==> config.mk <==
export PLATFORM = sky130hd
export DESIGN_NAME = jbus_txn_tracker
export DESIGN_NICKNAME = d
export VERILOG_FILES = /design/src/rtl/jbus_trk_pkg.sv /design/src/rtl/jbus_parity_chk.sv /design/src/rtl/jbus_txn_tracker.sv
export SDC_FILE = /design/constraint.sdc
export NUM_CORES = 1
export LEC_CHECK = 0
export CAP_MARGIN = 30
export CORE_ASPECT_RATIO = 0.75
export CORE_MARGIN = 2
export CORE_UTILIZATION = 48
export DETAILED_ROUTE_END_ITERATION = 7
export PLACE_DENSITY = 0.93
export SLEW_MARGIN = 25
export SYNTH_ARGS = -nofsm -noshare
export SYNTH_HDL_FRONTEND = slang
export SYNTH_SLANG_ARGS = --single-unit
==> constraint.sdc <==
create_clock -name jbus_j_clk -period 6.1 [get_ports jbus_j_clk]
set_input_delay 1.22 -clock jbus_j_clk [delete_from_list [all_inputs] [get_ports jbus_j_clk]]
set_output_delay 1.22 -clock jbus_j_clk [all_outputs]
set_load 0.005 [all_outputs]
==> src/rtl/jbus_trk_pkg.sv <==
// Shared definitions for the JBus transaction tracker: adtype field layout,
// cycle classes, FSM states and error codes.
package jbus_trk_pkg;

  localparam logic [7:0] ADTYPE_IDLE = 8'hFF;
  localparam int TYPE_HI = 7;
  localparam int TYPE_LO = 6;
  localparam int CMD_HI  = 5;
  localparam int CMD_LO  = 3;
  localparam int PORT_HI = 2;
  localparam int PORT_LO = 0;

  typedef enum logic [2:0] {
    CMD_READ  = 3'd0,
    CMD_WRITE = 3'd1
  } jbus_cmd_e;

  typedef enum logic [1:0] {
    CYC_IDLE = 2'd0,
    CYC_REQ  = 2'd1,
    CYC_DATA = 2'd2,
    CYC_RET  = 2'd3
  } cyc_class_e;

  typedef enum logic [1:0] {
    ST_IDLE  = 2'd0,
    ST_WDATA = 2'd1,
    ST_RDATA = 2'd2
  } trk_state_e;

  localparam logic [2:0] ERR_NONE        = 3'd0;
  localparam logic [2:0] ERR_PARITY      = 3'd1;
  localparam logic [2:0] ERR_SHORT_BURST = 3'd2;
  localparam logic [2:0] ERR_STRAY_DATA  = 3'd3;
  localparam logic [2:0] ERR_OVERFLOW    = 3'd4;
  localparam logic [2:0] ERR_UNEXP_RET   = 3'd5;
  localparam logic [2:0] ERR_TIMEOUT     = 3'd6;
  localparam logic [2:0] ERR_BAD_PORT    = 3'd7;

  // Any 00-type code other than all-ones is still treated as an idle cycle.
  function automatic cyc_class_e decode_class(input logic [7:0] adtype);
    cyc_class_e cls;
    cls = CYC_IDLE;
    if (adtype != ADTYPE_IDLE) begin
      case (adtype[TYPE_HI:TYPE_LO])
        2'b01:   cls = CYC_REQ;
        2'b10:   cls = CYC_DATA;
        2'b11:   cls = CYC_RET;
        default: cls = CYC_IDLE;
      endcase
    end
    return cls;
  endfunction

endpackage

==> src/rtl/jbus_parity_chk.sv <==
// Even-parity compare of each 32-bit slice of j_ad against its j_adp bit.
module jbus_parity_chk #(
  parameter int AD_WIDTH = 128
) (
  input  logic [AD_WIDTH-1:0]    ad,
  input  logic [AD_WIDTH/32-1:0] adp,
  output logic                   mismatch
);

  logic [AD_WIDTH/32-1:0] calc;

  always_comb begin
    calc = '0;
    for (int i = 0; i < AD_WIDTH/32; i++) begin
      calc[i] = ^ad[32*i +: 32];
    end
  end

  assign mismatch = |(calc ^ adp);

endmodule

==> src/rtl/jbus_txn_tracker.sv <==
// JBus cycle tracker: burst FSM, per-port outstanding reads, read timeout and
// error reporting. Define JBUS_TRACK_PARITY_EN to build in the parity checker.
module jbus_txn_tracker
  import jbus_trk_pkg::*;
#(
  parameter int NUM_PORTS   = 7,
  parameter int AD_WIDTH    = 128,
  parameter int OUTST_DEPTH = 16,
  parameter int WR_BEATS    = 4,
  parameter int RD_BEATS    = 4,
  parameter int TIMEOUT_CYC = 1024
) (
  input  logic                                          jbus_j_clk,
  input  logic                                          jbus_j_rst,
  input  logic [AD_WIDTH-1:0]                           jbus_j_ad,
  input  logic [AD_WIDTH/32-1:0]                        jbus_j_adp,
  input  logic [7:0]                                    jbus_j_adtype,
  output logic                                          bus_is_idle,
  output logic                                          uncompleted_accesses,
  output logic [NUM_PORTS*$clog2(OUTST_DEPTH+1)-1:0]    outst_cnt,
  output logic                                          err_valid,
  output logic [2:0]                                    err_code,
  output logic [2:0]                                    err_port,
  output logic [15:0]                                   err_count
);

  localparam int CW = $clog2(OUTST_DEPTH + 1);
  localparam int BW = $clog2(((WR_BEATS > RD_BEATS) ? WR_BEATS : RD_BEATS) + 1);
  localparam int TW = $clog2(TIMEOUT_CYC + 1);
  localparam logic [3:0] NP = 4'(NUM_PORTS);

  trk_state_e    state_q, state_d;
  logic [BW-1:0] beats_q, beats_d;
  logic [2:0]    burst_port_q, burst_port_d;
  logic [CW-1:0] outst_q [NUM_PORTS];
  logic [CW-1:0] outst_d [NUM_PORTS];
  logic [TW-1:0] timer_q, timer_d;
  logic          err_valid_q, err_valid_d;
  logic [2:0]    err_code_q, err_code_d;
  logic [2:0]    err_port_q, err_port_d;
  logic [15:0]   err_count_q, err_count_d;
  logic          bus_idle_q, bus_idle_d;
  logic          unc_q, unc_d;

  cyc_class_e cls;
  logic [2:0] port;
  logic [2:0] cmd;
  logic       is_hdr;
  logic       bad_port;
  logic       parity_err;
  logic       any_outst;
  logic [7:1] err_flags;

  assign cls  = decode_class(jbus_j_adtype);
  assign port = jbus_j_adtype[PORT_HI:PORT_LO];
  assign cmd  = jbus_j_adtype[CMD_HI:CMD_LO];

`ifdef JBUS_TRACK_PARITY_EN
  jbus_parity_chk #(.AD_WIDTH(AD_WIDTH)) u_parity (
    .ad       (jbus_j_ad),
    .adp      (jbus_j_adp),
    .mismatch (parity_err)
  );
`else
  logic unused_bus;
  assign unused_bus = ^{jbus_j_ad, jbus_j_adp};
  assign parity_err = 1'b0;
`endif

  always_comb begin
    state_d      = state_q;
    beats_d      = beats_q;
    burst_port_d = burst_port_q;
    outst_d      = outst_q;
    timer_d      = timer_q;
    err_flags    = '0;
    err_code_d   = ERR_NONE;
    err_port_d   = 3'd0;
    any_outst    = 1'b0;
    unc_d        = 1'b0;
    is_hdr       = (cls == CYC_REQ) || (cls == CYC_RET);
    bad_port     = is_hdr && ({1'b0, port} >= NP);

    for (int p = 0; p < NUM_PORTS; p++) begin
      if (outst_q[p] != '0) any_outst = 1'b1;
    end

    if (parity_err && (cls != CYC_IDLE)) err_flags[ERR_PARITY] = 1'b1;

    if (state_q != ST_IDLE) begin
      if (cls == CYC_DATA) begin
        beats_d = beats_q - 1'b1;
        if (beats_q == BW'(1)) state_d = ST_IDLE;
      end else begin
        err_flags[ERR_SHORT_BURST] = 1'b1;
        state_d = ST_IDLE;
        beats_d = '0;
      end
    end else if (cls == CYC_DATA) begin
      err_flags[ERR_STRAY_DATA] = 1'b1;
    end

    // A header aborting a burst is handled exactly as if seen from IDLE.
    if (is_hdr) begin
      if (bad_port) err_flags[ERR_BAD_PORT] = 1'b1;
      if (cls == CYC_RET) begin
        state_d      = ST_RDATA;
        beats_d      = BW'(RD_BEATS);
        burst_port_d = port;
      end else if (cmd == CMD_WRITE) begin
        state_d      = ST_WDATA;
        beats_d      = BW'(WR_BEATS);
        burst_port_d = port;
      end
      for (int p = 0; p < NUM_PORTS; p++) begin
        if (!bad_port && (port == 3'(p))) begin
          if ((cls == CYC_REQ) && (cmd == CMD_READ)) begin
            if (outst_q[p] == CW'(OUTST_DEPTH)) err_flags[ERR_OVERFLOW] = 1'b1;
            else outst_d[p] = outst_q[p] + 1'b1;
          end
          if (cls == CYC_RET) begin
            if (outst_q[p] == '0) err_flags[ERR_UNEXP_RET] = 1'b1;
            else outst_d[p] = outst_q[p] - 1'b1;
          end
        end
      end
    end

    if ((cls == CYC_RET) || !any_outst) begin
      timer_d = '0;
    end else if (timer_q == TW'(TIMEOUT_CYC - 1)) begin
      err_flags[ERR_TIMEOUT] = 1'b1;
      timer_d = '0;
    end else begin
      timer_d = timer_q + 1'b1;
    end

    for (int c = 7; c >= 1; c--) begin
      if (err_flags[c]) err_code_d = 3'(c);
    end
    case (err_code_d)
      ERR_PARITY:      err_port_d = is_hdr ? port : 3'd0;
      ERR_SHORT_BURST: err_port_d = burst_port_q;
      ERR_OVERFLOW,
      ERR_UNEXP_RET,
      ERR_BAD_PORT:    err_port_d = port;
      default:         err_port_d = 3'd0;
    endcase
    err_valid_d = |err_flags;
    err_count_d = err_count_q + 16'((err_valid_d && (err_count_q != 16'hFFFF)) ? 1 : 0);

    for (int p = 0; p < NUM_PORTS; p++) begin
      if (outst_d[p] != '0) unc_d = 1'b1;
    end
    bus_idle_d = (state_q == ST_IDLE) && (cls == CYC_IDLE);
  end

  always_ff @(posedge jbus_j_clk or posedge jbus_j_rst) begin
    if (jbus_j_rst) begin
      state_q      <= ST_IDLE;
      beats_q      <= '0;
      burst_port_q <= 3'd0;
      outst_q      <= '{default: '0};
      timer_q      <= '0;
      err_valid_q  <= 1'b0;
      err_code_q   <= ERR_NONE;
      err_port_q   <= 3'd0;
      err_count_q  <= 16'd0;
      bus_idle_q   <= 1'b1;
      unc_q        <= 1'b0;
    end else begin
      state_q      <= state_d;
      beats_q      <= beats_d;
      burst_port_q <= burst_port_d;
      outst_q      <= outst_d;
      timer_q      <= timer_d;
      err_valid_q  <= err_valid_d;
      err_code_q   <= err_code_d;
      err_port_q   <= err_port_d;
      err_count_q  <= err_count_d;
      bus_idle_q   <= bus_idle_d;
      unc_q        <= unc_d;
    end
  end

  for (genvar g = 0; g < NUM_PORTS; g++) begin : g_pack
    assign outst_cnt[g*CW +: CW] = outst_q[g];
  end

  assign bus_is_idle          = bus_idle_q;
  assign uncompleted_accesses = unc_q;
  assign err_valid            = err_valid_q;
  assign err_code             = err_code_q;
  assign err_port             = err_port_q;
  assign err_count            = err_count_q;

endmodule
# After elaboration in Yosys (flattened, before gate mapping)
# Index checks and enable logic that the tools add are counted.
# classes
bitwise_logic	0
mul	0
reduce_logical	45
n_lt_le_gt_ge	1
div	0
addsub	17
n_shift	0
eq_ne	29
muxes	122
# ops
op	count
$mux 5	35
$reduce_bool 5->1	14
$mux 1	51
$mux 3	14
$add 5x1->5 const B	7
$eq 5x5->1 const B	7
$logic_not 5->1	7
$mux 35	1
$sub 5x1->5 const B	7
$mux 2	17
$mux 11	2
$eq 3x3->1 const B	6
$add 16x1->16	1
$ne 16x16->1 const B	1
$eq 3x1->1 const B	4
$add 11x1->11 const B	1
$eq 11x10->1 const B	1
$logic_and 1x1->1	11
$eq 3x2->1 const B	3
$pmux 3 s3	1
$eq 2x2->1 const B	4
$ne 8x8->1 const B	1
$logic_not 3->1	2
$pmux 2 s3	1
10 further kinds	15
# word_totals
memories	0
ramBits	0
elab_cells	231
rom_bits	0
reg_bits	79
out_inout_bits	60
latchBits	0

# Logic depth before layout (Yosys ltp)
# Gate-level depths: netlist of the first run.
# logic_depth
ltp_word	37
depth_mapped	17

# Worst setup path after synthesis of the first run
# Ideal clock, no wire load.
# synth_path
path_kind	input -> register
start	input port jbus_j_adtype[6]
end	register err_count_q[15], in the netlist err_count[15]
t_arrival_ns	3.581
setup_slack_ns	2.396
setup_time_ns	0.123
t_required_ns	5.977
path_stages	17
n_path_buf	3
cell_sequence	buf_4 -> or3b_1 -> buf_6 -> nor2_4 -> buf_2 -> o21a_1 -> o21ai_0 -> o21ai_0 -> nor2_1 -> nand2_1 -> o31a_1 -> ha_1 -> nand2_1 -> nor2_1 -> and2_1 -> nand4_1 -> xnor2_1
# synth_between
elab_chain_cells	34
# synth_rtl
element	line	text
start, declared	jbus_txn_tracker.sv:17	input logic [7:0] jbus_j_adtype,
$eq 2x2->1 or $eq 2x1->1 (tied branches)	jbus_trk_pkg.sv:45	case (adtype[TYPE_HI:TYPE_LO])
$pmux 2 s3	jbus_trk_pkg.sv:45	
$mux 2 *	jbus_trk_pkg.sv:44	if (adtype != ADTYPE_IDLE) begin
$eq 2x1->1 or $eq 2x2->1 (tied branches)	n/a	
$logic_or 1x1->1	jbus_txn_tracker.sv:81	is_hdr = (cls == CYC_REQ) || (cls == CYC_RET);
$logic_and 1x1->1	jbus_txn_tracker.sv:82	bad_port = is_hdr && ({1'b0, port} >= NP);
$logic_not 1->1	jbus_txn_tracker.sv:116	if (!bad_port && (port == 3'(p))) begin
$logic_and 1x1->1	jbus_txn_tracker.sv:116	
[... 20 more ...]	n/a	
$mux 2	jbus_txn_tracker.sv:116	
$mux 2	jbus_txn_tracker.sv:104	if (is_hdr) begin
$reduce_or 6->1 *	jbus_txn_tracker.sv:149	err_valid_d = |err_flags;
named net err_valid_d	jbus_txn_tracker.sv:38	logic err_valid_q, err_valid_d;
$logic_and 1x1->1 *	jbus_txn_tracker.sv:150	err_count_d = err_count_q + 16'((err_valid_d && (err_count_q != 16'hFFFF)) ? 1 : 0);
$mux 1 *	jbus_txn_tracker.sv:150	
$add 16x1->16 *	jbus_txn_tracker.sv:150	
named net err_count_d[15]	jbus_txn_tracker.sv:41	logic [15:0] err_count_q, err_count_d;
end signal, assigned	jbus_txn_tracker.sv:180	err_count_q <= err_count_d;
end, declared	jbus_txn_tracker.sv:41	
# The timed path passes the listed nets; every way through them passes the cells marked *. The select of a mux whose other input is x is not followed.
# A chain may end at the register's enable or synchronous reset.

# Final worst setup path of the first run
# layout_path
start	input port jbus_j_adtype[2]
end	register err_count_q[12], in the netlist err_count[12]
# layout_between
elab_chain_cells	33
# layout_rtl
element	line
$ne 8x8->1	jbus_trk_pkg.sv:44
$mux 2	jbus_trk_pkg.sv:44
$eq 2x1->1 or $eq 2x2->1 (tied branches)	n/a
$logic_or 1x1->1	jbus_txn_tracker.sv:81
$logic_and 1x1->1	jbus_txn_tracker.sv:82
$logic_not 1->1	jbus_txn_tracker.sv:116
$logic_and 1x1->1	jbus_txn_tracker.sv:116
$mux 2	jbus_txn_tracker.sv:116
[... 19 more ...]	n/a
$mux 2	jbus_txn_tracker.sv:116
$mux 2	jbus_txn_tracker.sv:104
$reduce_or 6->1 *	jbus_txn_tracker.sv:149
named net err_valid_d	jbus_txn_tracker.sv:38
$logic_and 1x1->1 *	jbus_txn_tracker.sv:150
$mux 1 *	jbus_txn_tracker.sv:150
$add 16x1->16 *	jbus_txn_tracker.sv:150
named net err_count_d[12]	jbus_txn_tracker.sv:41
# Marked as above.

==> results of run 1 <==
## cells by family (layout without fill, tap and decap cells)
family                   Yosys count  count (layout)  synth area share (%)
adder cells (fa/ha/maj)           23              23                  5.75
XOR/XNOR                          35              35                  6.13
multiplexers                      10              10                  2.30
buffers and inverters             51             116                  4.45
AND/OR/NAND/NOR                  253             253                  27.2
AO/OA/AOI/OAI                    106             106                  14.6
flip-flops                        79              79                  39.6
## cell type report
type	count	area, µm²	share of cell area, %
multi-input cells	427	2810	46.0
flip-flops and latches	79	1980	32.4
repair buffers	74	728	11.9
clock buffers	10	229	3.75
well taps	136	170	2.79
inverters	26	97.6	1.60
clock inverters	6	93.8	1.54
## power groups by stage
stage	registers [mW]	clock network, mW	logic [mW]
CTS	0.757	0.593	0.594
global route	0.776	0.622	0.662
detailed placement	0.761	0	0.583
finish	0.761	0.589	0.601
global placement	0.752	0	0.558
floorplan	0.739	0	0.325
## per-stage QoR
stage,instance area [µm²],setup slack (ns),hold slack (ns),util [%]
after floorplan,5000,2.40,0.440,-
after global placement,5770,1.16,0.453,56.6
after detailed placement,5770,1.10,0.466,56.6
after CTS,6100,1.41,0.480,59.7
after global routing,6100,1.01,0.512,59.8
final,6100,1.26,0.477,59.8
## Yosys cell counts, types with 3 or more instances
cell type	count
a22o_1	4
nor3b_1	7
nor2_1	58
nand4_1	18
or2_2	7
inv_1	26
nor3_1	18
xnor2_1	23
o21bai_1	3
o21a_1	3
nor4_1	7
buf_2	7
mux2i_1	7
xor2_1	12
nand3_1	28
and2_1	6
clkbuf_1	13
o22ai_1	5
a211oi_1	3
nor4bb_1	6
a21o_1	5
nor4b_1	7
or4_1	3
dfrtp_1	78
a32oi_1	4
nand2b_1	9
and3_1	7
o21ai_0	24
a21oi_1	24
nand2_1	51
ha_1	23
nand3b_1	3
or3_1	5
a31oi_1	3
a221o_1	3
nand4b_1	3
## cell usage in the layout (no fill, tap or decap), types with 6 or more instances in the layout
cell type and count:
nor2_1 58, nand3_1 28, mux2i_1 7, nor4b_1 7
nor3_1 18, nand2_1 51, o21ai_0 24, and2_1 6
a21oi_1 24, xnor2_1 23, nor4_1 7, and3_1 7
or2_2 7, clkdlybuf4s50_1 69, xor2_1 12, nand2b_1 9
nand4_1 18, dfrtp_1 78, ha_1 23, inv_1 25
nor3b_1 7, clkbuf_16 9
## layer usage
| metal | global-route usage (%) | vias up | part of all wire, % |
|---|---|---|---|
| li1 | - | 2129 | - |
| met5 | 0 | - | 0 |
| met4 | 5.84 | 0 | 2.9 |
| met1 | 37.2 | 2250 | 43 |
| met3 | 8.56 | 60 | 12 |
| met2 | 38.4 | 335 | 42 |
## state kept, by name, summed over array words and instances (netlist names)
name,count
uncompleted_accesses,1
state_q,2
timer_q,11
err_valid,1
outst_cnt,35
err_port,3
bus_is_idle,1
err_count,16
err_code,3
beats_q,3
burst_port_q,3
## critical path, cell delays in order
cell and delay (ns):
clkdlybuf4s50_1 0.86, nand4_1 0.25, o21ai_2 0.76, o21ai_2 0.25, o21ai_0 0.29, nor2_1 0.09, nand2_1 0.13, o31a_1 0.15
ha_1 0.20, ha_1 0.33, nand3_1 0.23, nor2_1 0.16, xor2_1 0.17
## worst max-delay path by stage
stage | start | endpoint | slack [ns]
2_1_floorplan | jbus_j_adtype[6] | err_count[15]$_DFF_PP0_ | 2.40
3_3_place_gp | jbus_j_adtype[2] | err_count[15]$_DFF_PP0_ | 1.16
3_5_place_dp | jbus_j_adtype[2] | err_count[15]$_DFF_PP0_ | 1.10
4_1_cts | jbus_j_adtype[2] | err_count[12]$_DFF_PP0_ | 1.41
5_1_grt | jbus_j_adtype[2] | err_count[15]$_DFF_PP0_ | 1.01
6_report | jbus_j_adtype[2] | err_count[12]$_DFF_PP0_ | 1.26
==> summary.md, run 1 <==
| Metric | Value |
|---|---|
| Slew HR | `39.1%` |
| Flop pwr share | `39.0%` |
| Cts bufs inserted | `9` |
| Core Footprint | `10200 µm²` |
| Final Cycle Share | `79.4%` |
| Clock group share of total power | `30.2%` |
| CP startpoint kind | `input pin` |
| Flops & latches, synth | `79` |
| HP Start | `state_q[1]$_DFF_PP0_` |
| Worst r2r path cells | `15` |
| Vias | `4774` |
| Clock Tree Root | `clkbuf_16` |
| Post-synth top area cell | `dfrtp_1` |
| GPL Wtd Cong | `0.974` |
| 1st-pass router iterations | `6` |
| R2r setup slk | `2.11 ns` |
| Post-route insts no fill | `758` |
| Post-cts sizing count | `0` |
| Slew Viols, Final | `0` |
| Number of remaining DRC errors | `0` |
| Ant diodes | `0` |
| Post-synth top area share | `39.0%` |
| Crit path kind | `input pin to flop` |
| Detail Placement HPWL | `9730 µm` |
| Synthesized area per cell | `8.98 µm²` |
| CTS max path bufs | `2` |
| Vias in the first global route | `4472` |
| Sw Pwr | `0.662 mW` |
| Critical Path Sink Type | `flop` |
| Routed WL | `14100 µm` |
| FMAX | `206 MHz` |
| Post-synth EDFFs | `0` |
| Post-Syn Area | `5000 µm²` |
| Initial antenna violation count | `0` |
| Ys async rst share | `100%` |
| Post-route ant nets | `0` |
| Area grow syn2layout | `22.0%` |
| Fraction of layout cells with a size suffix above 1 | `6.91%` |
| Die height | `92.4 µm` |
| Pint | `1.29 mW` |
| Max cap viols | `0` |
| Leakage Power | `2.53 nW` |
| Total die area | `11300 µm²` |
| Syn Inst Count | `557` |
| Largest cells by area after synthesis | `dfrtp_1, ha_1, nor2_1` |
| I/O pin cnt | `202` |
| Status | `finished, final reports clean` |
| Post-synth net total | `722` |
| IO buf count | `69` |
| Cts hold-fix bufs | `0` |
| Setup violators final | `0` |
| CTS tree | `built` |
| Largest net degree at the start of global routing | `44` |
| Fillers | `810` |
| H-tree levels | `3` |
| Crit-path max FO | `18` |
| Clock latency on the worst-skew pair | `0.35 ns` |
| Fin. Hold Viols | `0` |
| Min-delay worst type | `flop to flop` |
| First-pass GRT wire length | `22900 µm` |
| Critical Path AT | `5.11 ns` |
| Final nets | `782` |
| Initial Util | `49.0%` |
| RSZ-0062 raised after global routing | `false` |
| Initial DRC Count | `747` |
| Ys Warns | `0` |
| Clock Skew | `0.0104 ns` |
| Die Width | `122 µm` |
| Gate power share | `30.8%` |
| Routed len/inst | `18.6 µm` |
| Placed Cells incl. Taps | `742` |
| Avg Vias per Cell | `6.30` |
| Critical Path RT | `6.37 ns` |
| TritonCTS Sinks | `79` |
| GRT Residual Overflow | `0` |
| Main synth FF type | `dfrtp_1` |
| Setup TNS | `0 ns` |
| Post-CTS repair timing setup buffer count | `0` |
| GRT Util Overall | `26.0%` |
| Total power | `1.95 mW` |
| Row count | `32` |
| Worst-Margin Slew | `0.901 ns` |
| R2R Path End | `err_count[12]$_DFF_PP0_` |
| Switching share of power | `33.9%` |
| Register area share after synthesis | `39.6%` |
| FF-to-FF Start | `outst_cnt[30]$_DFF_PP0_` |
| Reg clk slew, reported paths | `0.06 ns` |
| Worst Hold Path EP | `state_q[1]$_DFF_PP0_` |
| Pwr/cell area | `320 nW/µm²` |
| Hold depth | `2` |
| VDD IR max | `185 µV` |
| Netlist cell types | `70` |
| Final min period | `4.84 ns` |
No activity file was read; power rests on OpenSTA's default activity.
==> run 2: changes to the inputs <==
--- a/config.mk
+++ b/config.mk
@@ -8,9 +8,9 @@
 export CAP_MARGIN = 30
 export CORE_ASPECT_RATIO = 0.75
 export CORE_MARGIN = 2
-export CORE_UTILIZATION = 48
+export CORE_UTILIZATION = 40
 export DETAILED_ROUTE_END_ITERATION = 7
-export PLACE_DENSITY = 0.93
+export PLACE_DENSITY = 0.83
 export SLEW_MARGIN = 25
 export SYNTH_ARGS = -nofsm -noshare
 export SYNTH_HDL_FRONTEND = slang
==> constraint.sdc (replaced) <==
create_clock -name jbus_j_clk -period 4.4 [get_ports jbus_j_clk]
set_input_delay 0.88 -clock jbus_j_clk [delete_from_list [all_inputs] [get_ports jbus_j_clk]]
set_output_delay 0.88 -clock jbus_j_clk [all_outputs]
set_load 0.005 [all_outputs]
==> run 2 against run 1 <==
Net effect: critical path depth up 2; routed wire length is 0.96% higher; register-to-register slack got worse by 1.7 ns; combinational power up 39%; clock power grew 37%; first-iteration DRC count shrank 18%; final area rose by 2.0%; cell count increased by 5.7%; via count is 1.3% lower; clock-buffer cell count rose by 2; worst hold slack better by 0.0029 ns; sequential share of layout area fell by 0.64 points; critical path type is now flop to flop; critical endpoint is now err_count[14]$_DFF_PP0_; largest cell class unchanged.
==> summary.md, run 2 (synthesis results as in run 1) <==
| Metric | Value |
|---|---|
| Status | `finished, final reports clean` |
| Top cell by count, worst path | `ha_1` |
| Fillers | `1097 (+35%)` |
| Fin. Hold Viols | `0 (unchanged)` |
| First-pass GRT wire length | `23100 µm (+0.84%)` |
| Area grow syn2layout | `24.5%` |
| Initial antenna violation count | `0 (unchanged)` |
| DP Area | `5910 µm² (+2.4%)` |
| Setup TNS | `0 ns (unchanged)` |
| RSZ-0062 raised after global routing | `false` |
| Met1 WL | `6270 µm (+3.5%)` |
| Initial Util | `40.8% (-8.2 points)` |
| Vias in the first global route | `4543 (+1.6%)` |
| Max reg flops | `35 (unchanged)` |
| Avg Vias per Cell | `5.89 (-6.6%)` |
| Cts bufs inserted | `9 (unchanged)` |
| Crit-path max cell delay | `0.54 ns (-0.32 ns)` |
| Reg clk slew, reported paths | `0.06 ns (about the same)` |
| Commonest non-fill, non-tap cell in the layout | `dfrtp_1` |
| 1st-pass router iterations | `7 (+1)` |
| IO buf count | `69 (unchanged)` |
| Crit path cell chain | `inv_1, ha_1, nor3b_1, nand2b_1, or4_1, o21ai_2, o21ai_0, nor2_1, nand2_1, o31a_1, ha_1, ha_1, nand3_1, nor2_1, xor2_1` |
| Leakage Power | `2.60 nW (+2.7%)` |
| Buf/Inv on CP | `1 (unchanged)` |
| Post-CTS repair timing setup buffer count | `0 (unchanged)` |
| Die height | `101 µm (+9.1%)` |
| Vias | `4714 (-1.3%)` |
| Highest metal used | `met4` |
| CTS max path bufs | `2 (unchanged)` |
| Slew HR | `42.6% (+3.6 points)` |
| FMAX | `249 MHz` |
| Clock latency on the worst-skew pair | `0.34 ns (about the same)` |
| Total die area | `13400 µm² (+19%)` |
| Die Width | `133 µm (+9.2%)` |
| Post-route ant nets | `0 (unchanged)` |
| Clock Skew | `0.00715 ns (-0.00323 ns)` |
| Largest net degree at the start of global routing | `35 (-20%)` |
| Post-cts sizing count | `0 (unchanged)` |
| Routed WL | `14200 µm (+0.96%)` |
| H-tree levels | `3 (unchanged)` |
| Max cap viols | `0 (unchanged)` |
| Detail Placement HPWL | `10500 µm (+7.8%)` |
| HP Start | `timer_q[0]$_DFF_PP0_` |
| Most frequent cells in the layout | `dfrtp_1, clkdlybuf4s50_1, nor2_1, nand2_1, nand3_1` |
| Number of remaining DRC errors | `0 (unchanged)` |
| I/O pin cnt | `202 (unchanged)` |
| VDD IR max | `233 µV (+26%)` |
| Clock Tree Root | `clkbuf_16` |
| FF-to-FF Start | `outst_cnt[30]$_DFF_PP0_` |
| GRT Residual Overflow | `0 (unchanged)` |
| Critical Path AT | `4.24 ns (-0.87 ns)` |
| Final Cycle Share | `91.4%` |
| Routed len/inst | `17.8 µm (-4.5%)` |
| Row count | `35 (+9.4%)` |
| TritonCTS Sinks | `79 (unchanged)` |
| Setup violators final | `0 (unchanged)` |
| Cts hold-fix bufs | `0 (unchanged)` |
| DR WL met2 | `6250 µm (+4.8%)` |
| Worst-Margin Slew | `0.849 ns (-0.0528 ns)` |
| Crit-path max FO | `6 (-12)` |
| Final min period | `4.02 ns` |
| Critical Path Start | `outst_cnt[30]$_DFF_PP0_` |
| Min-delay worst type | `flop to flop` |
| Ant diodes | `0 (unchanged)` |
| Core Footprint | `12300 µm² (+20%)` |
| Fraction of layout cells with a size suffix above 1 | `8.50% (+1.6 points)` |
| Initial DRC Count | `611 (-18%)` |
| CTS tree | `built` |
| Top Family by Delay on Critical Path | `simple AND/OR/NAND/NOR gates` |
| Crit path kind | `flop to flop` |
| Max stage delay cell, worst path | `or4_1` |
| Final Cell Area | `6230 µm² (+2.0%)` |
| Pwr/cell area | `432 nW/µm² (+35%)` |
| Critical Path RT | `4.62 ns (-1.75 ns)` |
| GPL Wtd Cong | `0.921 (-5.4%)` |
| Slew Viols, Final | `0 (unchanged)` |
| Final nets | `795 (+1.7%)` |
| CP startpoint kind | `flop` |
| GRT Util Overall | `21.7% (-4.3 points)` |
| Critical Path Sink Type | `flop` |
| Metal3 WL | `1460 µm (-12%)` |
==> run 2: cell count changes in the layout (fill, tap and decap cells not counted), sizes merged <==
cell	change
buf	+13
clkbuf	+2
inv	-2
clkinv	+1
clkinvlp	-1
==> run 2: power breakdown <==
part	internal [mW]	total (mW)	switching [mW]
clock	0.511	0.805	0.294
sequential	0.860	1.05	0.188
combinational	0.429	0.834	0.405
==> run 2: final timing paths <==
path                                           endpoint  slack [ns]  cells after the start
worst max-delay path            err_count[14]$_DFF_PP0_        0.38                     15
worst min-delay path               timer_q[0]$_DFF_PP0_        0.48                      1
worst max register to register  err_count[14]$_DFF_PP0_        0.38                     15
worst min register to register     timer_q[0]$_DFF_PP0_        0.48                      1
max in group asynchronous         bus_is_idle$_DFF_PP1_        2.75                      3
min in group asynchronous        outst_cnt[7]$_DFF_PP0_        0.84                      2
==> run 2: metal layers <==
| layer | global-route usage [%] | vias up |
|---|---|---|
| met5 | 0 | - |
| met4 | 6.14 | 0 |
| met3 | 6.44 | 26 |
| met2 | 32.9 | 269 |
| met1 | 30.3 | 2260 |
| li1 | - | 2159 |
==> run 2: area by class of cell <==
type	instances	area [µm²]	area share, %
Multi-Input combinational cell	427	2800	45.0
Sequential cell	79	1980	31.8
Timing Repair Buffer	87	826	13.3
Clock buffer	12	246	3.96
Tap cell	166	208	3.34
Inverter	26	98.8	1.59
Clock inverter	4	70.1	1.13
==> run 2: per-stage QoR <==
stage                     setup slack (ns)  hold WS, ns  power, mW  utilization [%]  std cells
after floorplan                       1.04        0.440       1.48                -        557
after global placement               0.277        0.457       1.84             48.2        785
after detailed placement             0.175        0.466       1.88             48.2        785
after CTS                            0.439        0.478       2.69             50.8        801
after global routing                 0.197        0.500       2.85             50.8        801
final                                0.379        0.480       2.69             50.8        801
